[config.mk]
export PLATFORM = sky130hd
export DESIGN_NAME = simon_seq_ctrl
export DESIGN_NICKNAME = d
export VERILOG_FILES = /design/src/rtl/simon_seq_ctrl.sv
export SDC_FILE = /design/constraint.sdc
export NUM_CORES = 1
export LEC_CHECK = 0
export ABC_AREA = 1
export BUFFER_PORTS_ARGS = -buffer_cell sky130_fd_sc_hd__buf_2
export CORE_MARGIN = 2
export CORE_UTILIZATION = 55
export CTS_CLUSTER_SIZE = 14
export DETAILED_ROUTE_END_ITERATION = 12
export MAX_ROUTING_LAYER = met4
export PLACE_DENSITY = 0.71
export REMOVE_ABC_BUFFERS = 1
export SLEW_MARGIN = 20
export SYNTH_ARGS = -nofsm -noshare
export SYNTH_HDL_FRONTEND = slang
export SYNTH_SLANG_ARGS = --single-unit
[constraint.sdc]
create_clock -name clk -period 2.83 [get_ports clk]
set_clock_uncertainty 0.1 [all_clocks]
set_input_delay 0.1415 -clock clk [delete_from_list [all_inputs] [get_ports clk]]
set_output_delay 0.1415 -clock clk [all_outputs]
set_load 0.03 [all_outputs]
[src/rtl/simon_seq_ctrl.sv]
// Simon Says game sequencer: grows a random pattern one step per round,
// plays it back on the LEDs and checks the player's presses against it.
module simon_seq_ctrl #(
    parameter int MAX_LEN       = 16,
    parameter int SHOW_TICKS    = 12_000_000,
    parameter int GAP_TICKS     = 4_000_000,
    parameter int TIMEOUT_TICKS = 60_000_000
) (
    input  logic                         clk,
    input  logic                         rst,
    input  logic                         start,
    input  logic [1:0]                   rnd,
    input  logic [3:0]                   btn,
    output logic                         r_en,
    output logic [3:0]                   led,
    output logic [$clog2(MAX_LEN+1)-1:0] round,
    output logic                         busy,
    output logic                         win,
    output logic                         lose
);
    // state    | meaning
    // IDLE     | waiting for the first start after reset
    // APPEND   | strobe reader, store one new step
    // SHOW_ON  | LED for pattern step ptr is lit
    // SHOW_OFF | dark gap after a lit step
    // INPUT    | waiting for the press matching step ptr
    // WIN      | full pattern repeated, hold until start
    // LOSE     | wrong press or timeout, hold until start
    localparam logic [2:0] ST_IDLE     = 3'd0;
    localparam logic [2:0] ST_APPEND   = 3'd1;
    localparam logic [2:0] ST_SHOW_ON  = 3'd2;
    localparam logic [2:0] ST_SHOW_OFF = 3'd3;
    localparam logic [2:0] ST_INPUT    = 3'd4;
    localparam logic [2:0] ST_WIN      = 3'd5;
    localparam logic [2:0] ST_LOSE     = 3'd6;

    localparam int LW    = $clog2(MAX_LEN + 1);
    localparam int PW    = $clog2(MAX_LEN);
    localparam int MAX_T = (SHOW_TICKS > GAP_TICKS)
                         ? ((SHOW_TICKS > TIMEOUT_TICKS) ? SHOW_TICKS : TIMEOUT_TICKS)
                         : ((GAP_TICKS > TIMEOUT_TICKS) ? GAP_TICKS : TIMEOUT_TICKS);
    localparam int TW    = $clog2(MAX_T + 1);

    // Timers count down from N-1; reaching zero marks the last cycle of a phase.
    localparam logic [TW-1:0] SHOW_LD    = TW'(SHOW_TICKS - 1);
    localparam logic [TW-1:0] GAP_LD     = TW'(GAP_TICKS - 1);
    localparam logic [TW-1:0] TIMEOUT_LD = TW'(TIMEOUT_TICKS - 1);

    logic [2:0]    state_q, state_d;
    logic [LW-1:0] len_q, len_d;
    logic [LW-1:0] ptr_q, ptr_d;
    logic [TW-1:0] timer_q, timer_d;
    logic [1:0]    mem_q [MAX_LEN];
    logic          mem_we;

    logic [1:0] cur_step;
    logic [3:0] cur_led;
    logic       ptr_last;
    logic       len_full;
    logic       timer_done;

    assign cur_step   = mem_q[ptr_q[PW-1:0]];
    assign cur_led    = 4'b0001 << cur_step;
    assign ptr_last   = (ptr_q == len_q - LW'(1));
    assign len_full   = (len_q == LW'(MAX_LEN));
    assign timer_done = (timer_q == '0);

    always_comb begin
        state_d = state_q;
        len_d   = len_q;
        ptr_d   = ptr_q;
        timer_d = timer_q;
        mem_we  = 1'b0;
        case (state_q)
            ST_IDLE, ST_WIN, ST_LOSE: begin
                if (start) begin
                    len_d   = '0;
                    state_d = ST_APPEND;
                end
            end
            ST_APPEND: begin
                mem_we  = 1'b1;
                len_d   = len_q + LW'(1);
                ptr_d   = '0;
                timer_d = SHOW_LD;
                state_d = ST_SHOW_ON;
            end
            ST_SHOW_ON: begin
                if (timer_done) begin
                    timer_d = GAP_LD;
                    state_d = ST_SHOW_OFF;
                end else begin
                    timer_d = timer_q - TW'(1);
                end
            end
            ST_SHOW_OFF: begin
                if (!timer_done) begin
                    timer_d = timer_q - TW'(1);
                end else if (ptr_last) begin
                    ptr_d   = '0;
                    timer_d = TIMEOUT_LD;
                    state_d = ST_INPUT;
                end else begin
                    ptr_d   = ptr_q + LW'(1);
                    timer_d = SHOW_LD;
                    state_d = ST_SHOW_ON;
                end
            end
            ST_INPUT: begin
                // A press on the timeout cycle wins over the timeout.
                if (btn == 4'b0000) begin
                    if (timer_done) state_d = ST_LOSE;
                    else            timer_d = timer_q - TW'(1);
                end else if (btn == cur_led) begin
                    timer_d = TIMEOUT_LD;
                    if (!ptr_last)     ptr_d   = ptr_q + LW'(1);
                    else if (len_full) state_d = ST_WIN;
                    else               state_d = ST_APPEND;
                end else begin
                    state_d = ST_LOSE;
                end
            end
            default: state_d = ST_IDLE;
        endcase
    end

    always_ff @(posedge clk or posedge rst) begin
        if (rst) begin
            state_q <= ST_IDLE;
            len_q   <= '0;
            ptr_q   <= '0;
            timer_q <= '0;
        end else begin
            state_q <= state_d;
            len_q   <= len_d;
            ptr_q   <= ptr_d;
            timer_q <= timer_d;
        end
    end

    // Pattern storage survives reset; len bounds what is ever read back.
    always_ff @(posedge clk) begin
        if (mem_we) mem_q[len_q[PW-1:0]] <= rnd;
    end

    assign r_en  = (state_q == ST_APPEND);
    assign busy  = (state_q == ST_APPEND) || (state_q == ST_SHOW_ON) ||
                   (state_q == ST_SHOW_OFF) || (state_q == ST_INPUT);
    assign win   = (state_q == ST_WIN);
    assign lose  = (state_q == ST_LOSE);
    assign round = len_q;

    always_comb begin
        led = 4'b0000;
        if (state_q == ST_SHOW_ON) led = cur_led;
        else if (state_q == ST_WIN) led = 4'b1111;
    end

endmodule
Yosys cells after proc, flatten, opt, wreduce, memory -nomap -nowiden
Memory sizes are Yosys's and may differ from the RTL's. Cells that the tools add are included.

Output and inout port bits: 13. Bits in read-only memories: 0. Memories: 1. Bits in registers: 39. Input bits: 9. RAM bits: 32. Bits in latches: 0.

Multiplexer cells: 30. Reductions and logical operators: 14. $add $sub $neg: 4. Equal/unequal tests: 19. Shifts and indexed selects: 1. Multipliers: 0. Div/mod/pow operators: 0. $lt $le $gt $ge: 0. Bitwise logic cells: 0.

Memory list: mem_q (depth 16, width 2, rd ports 1, clocked after Yosys merged registers in 0, wr ports 1, line 53) `logic [1:0] mem_q [MAX_LEN];`.

Operators with widths (number): $mux W26 (6); $pmux W26 S4 (1); $mux W5 (6); $mux W3 (9); $logic_not A26 Y1 (1); $sub A26 B1 Y26 const B (1); $pmux W3 S5 (1); $pmux W5 S3 (1); $ne A2 B2 Y1 const B (6); $add A5 B1 Y5 const B (2); $pmux W5 S2 (1); $reduce_and A5 Y1 (2); $eq A3 B3 Y1 const B (3); $ne A3 B3 Y1 const B (3); $mux W4 (2); $eq A3 B2 Y1 const B (2); $eq A5 B5 Y1 (1); $eq A5 B5 Y1 const B (1); $sub A5 B1 Y5 const B (1); $eq A4 B4 Y1 (1); $logic_not A4 Y1 (1); $ne A4 B4 Y1 const B (1); $reduce_bool A4 Y1 (1); $shl A1 B2 Y4 const A (1); other kinds (9) (13).

Depth between registers and ports, before layout
Depth in word-level cells: 6. Depth in mapped cells: 19.

Least setup slack after synthesis
No wires, ideal clock.

Path type: register to register. Start: register len_q[0] (netlist: round[0]). End: register ptr_q[0]. Clock period less this slack: 2.432 ns. Arrival: 2.215 ns. Cell stages (with the launch flop): 13. Slack: 0.398 ns. Setup time: 0.117 ns. Cells stage by stage: dfrtp_1 > inv_1 > ha_1 > xnor2_1 > or2_0 > nand2_1 > nor2_1 > nand3_1 > inv_1 > a21oi_1 > nand3_1 > nand2_1 > nand2_1.

Cells in the longest elaborated chain, start to end: 5. Elaborated cells on any way between the ends: 7. Those cells by class: 1 x add/sub; 2 x eq/ne; 3 x mux; 1 x reduce/logical.

RTL lines: start, declared (line 50) `logic [LW-1:0] len_q, len_d;`; start signal, assigned (line 135) `len_q <= len_d;`; $sub A5 B1 Y5 (*) (line 64) `assign ptr_last = (ptr_q == len_q - LW'(1));`; $eq A5 B5 Y1 (*) (line 64); $mux W5 (line 99) `end else if (ptr_last) begin`; $mux W5 (line 97) `if (!timer_done) begin`; $pmux W5 S3 (line 74) `case (state_q)`; end signal, assigned (line 136) `ptr_q <= ptr_d;`; end, declared (line 51) `logic [LW-1:0] ptr_q, ptr_d;`.

Mark *: on every way between the ends. The rest lies on a longest branch, timed or not. The select of a mux whose other input is x is not followed. A chain may end at the register's enable or synchronous reset.

Worst setup path after layout
Start: register ptr_q[1]. End: register timer_q[15].

Cells in the longest elaborated chain, start to end: 5. Elaborated cells on any way between the ends: 9. Those cells by class: 3 x eq/ne; 1 x shift; 3 x mux; 1 x reduce/logical; 1 x memory.

RTL lines: $mem_v2 Z16 W2; $shl A1 B2 Y4 (line 63) `assign cur_led = 4'b0001 << cur_step;`; $eq A4 B4 Y1 (line 114) `end else if (btn == cur_led) begin`; $ne A3 B3 Y1 (no source line); $reduce_and A3 Y1 (no source line); end signal, assigned (line 137) `timer_q <= timer_d;`; end, declared (line 52) `logic [TW-1:0] timer_q, timer_d;`.

Several ways; a longest one is shown, not always the timed one.

==> impl_metrics.tcl <==
set metrics [dict create \
    outcome "completed" \
    ys_warn_count 0 \
    synth_xor_area_frac 0.0511 \
    avgSynthCellArea_sq_um 7.18 \
    synthCells 645 \
    dp.cells 767 \
    crit_start "ptr_q[1]" \
    grt_pass1_wl_um 19200 \
    cts_tree "built" \
    nFillCells 749 \
    area_growth_pct 9.86 \
    core_area_sq_um 8180 \
    period_needed_ns 2.56 \
    pwr_density_cell_nw_per_um2 1060 \
    synth_compound_area_frac 0.0575 \
    synthFlopType "dfrtp_1" \
    ant_nets 0 \
    drive_gt1_frac 0.118 \
    layout_commonest_cell "nand2_1" \
    worst_hold_path.endpoint "mem_q[14][1]" \
    rsz0062_at_grt "false" \
    grt_max_degree 27 \
    critPathKind "reg2reg" \
    layout.nets 690 \
    finalSetupViolCount 0 \
    vias 4283 \
    hold_class "in2reg" \
    reg2reg_from "ptr_q[1]" \
    vdd_ir_drop_max_mv 0.520 \
    portBuffers 21 \
    cp_data_arrival_time_ns 2.75 \
    dpl_worst_slack_ns 0.149 \
    final_area_sq_um 5090 \
    total_power_mw 5.41 \
    maxCapViolations 0 \
    netlist_top_cells_area "dfrtp_1 21%, edfxtp_1 21%, nand2_1 17%, nand3_1 7.7%, nor2_1 5.8%" \
    fin_util 0.622 \
    worst_slack_ns 0.266 \
    synth-simple-area-share 0.368 \
    start_util 0.567 \
    drtIter0Drc 322 \
    leakagePower_nw 2.47 \
    async_reset_ff_frac 0.549 \
    routedWlPerCell_um 14.4 \
    ys_seq_area_frac 0.418 \
    rows 33 \
    worstPathMaxFanout 26 \
    fin_hold_ws_ns 0.0857 \
    dieArea_sq_um 9170 \
    cts.sinks 71 \
    dpl-instance-area_sq_um 4860 \
    num_io_pins 22 \
    first_pass_iters 5 \
    layout_worst_path_cycle_share 0.906 \
    finalSetupTns_ns 0 \
    reg2reg_to "timer_q[15]" \
    track_usage 0.279 \
    die_w_um 95.8 \
    synth_cell_types 35 \
    antennaDiodeCount 0 \
    synth.largest_area_cell "dfrtp_1" \
    syn_area_sq_um 4630 \
    muxShareOfSynthArea 0 \
    r2r_cells 15 \
    clk_pin_slew_worst_paths_ns 0.08 \
    antenna_found_initial 0 \
    relSlewSlack 0.403 \
    fmax_mhz 390 \
    drc 0 \
    multi_input_area_sq_um 2290 \
    cts_root_buf "clkbuf_8" \
    startpoint_type "flop" \
    rrSetupSlack_ns 0.27 \
    insertion_delay_ns 0.35 \
    via_per_inst 5.46 \
    dieHeight_um 95.8 \
    instances_no_fill 784 \
    hold_depth 1 \
    hpwlAfterDp_um 8330 \
    hold_viol_final 0 \
    synth_fa_ha_area_frac 0.0189 \
    finalMaxSlewViolations 0 \
    drt_wl_total_um 11300 \
    mostFrequentLayoutCells "208 x nand2_1, 72 x nor2_1, 71 x nand3_1" \
    synth_top_family_by_area "simple AND/OR/NAND/NOR gates" \
    grt-ovfl-total 0 \
    synth_top_area_share 0.211 \
    synth_enable_flop_cells 32 \
    cts.htree.levels 3 \
    cts_made_buffers 9 \
    required_ns 3.01 \
    tightest_slew_ns 0.891 \
    clockBufferDepth 2 \
    min_from "rnd[1]" \
    regArea_sq_um 1940 \
    place_congestion 0.928 \
    end_kind "flop" \
    ys_seq_elements 71 \
    grt_pass1_vias 3914 \
]
[synthesized netlist by cell type, types with 9 or more instances]
cell / number
xnor2_1: 10
dfrtp_1: 39
nand4_1: 12
a21oi_1: 9
nand2_1: 208
nor2_1: 72
edfxtp_1: 32
inv_2: 14
inv_1: 66
xor2_1: 17
o21ai_0: 34
nand3_1: 71
[cell families after synthesis]
group	after synthesis
AOI/OAI and AO/OA	50
buffers and inverters	96
xor gates and xnor gates	27
adders and majority gates	7
and+or+nand+nor	394
DFF	71
[registers in the layout, indices dropped and copies added (netlist names)]
name and cells:
timer_q 26, mem_q 32, state_q 3, round 5, ptr_q 5
[area by class of cell]
type,instances,share of cell area
multi-input combinational,478,0.451
sequential,71,0.381
tap,105,0.0258
clock inverter,7,0.0187
timing repair buffer,34,0.0403
inverter,80,0.0590
clock buffer,9,0.0243
[timing repair]
action	4_1_cts	5_1_grt
resized for setup	0	1
setup buffers	0	0
endpoints found under the hold margin	23	0
setup endpoints to repair	0	26
hold buffers	1	0
[worst max-delay path, cell delays in order, from the launching register on]
cell,delay (ns)
dfrtp_2,0.51
inv_1,0.29
nand3_1,0.14
nand3_1,0.10
nand3_2,0.10
nand2_2,0.14
inv_2,0.07
nand2_1,0.09
nand2_1,0.06
nand2_1,0.07
nor2_2,0.04
nand2_2,0.08
nand3_4,0.20
nand2_4,0.32
nand2_1,0.08
nand2_1,0.08
[power by group]
group          switching, mW  internal [mW]  total [mW]
logic                   1.93          0.961        2.89
registers              0.282           1.32        1.61
clock network          0.413          0.498       0.911
total                   2.62           2.78        5.41
[per-layer routing]
metal / global-route usage / up-vias / share of wire
met5: - / - / 0
met4: 0.0655 / 0 / 0.011
met3: 0.0399 / 13 / 0.064
met2: 0.413 / 162 / 0.44
met1: 0.408 / 1985 / 0.49
li1: - / 2123 / -
[worst max path at each step]
stage	endpoint	slack [ns]	cells after the start
global placement	timer_q[0]	0.24	15
global route	timer_q[3]	0.04	15
floorplan	timer_q[22]	0.1	9
finish	timer_q[15]	0.27	15
CTS	timer_q[15]	0.13	15
detailed placement	timer_q[15]	0.15	15
Power figures use the tool's default switching activity.
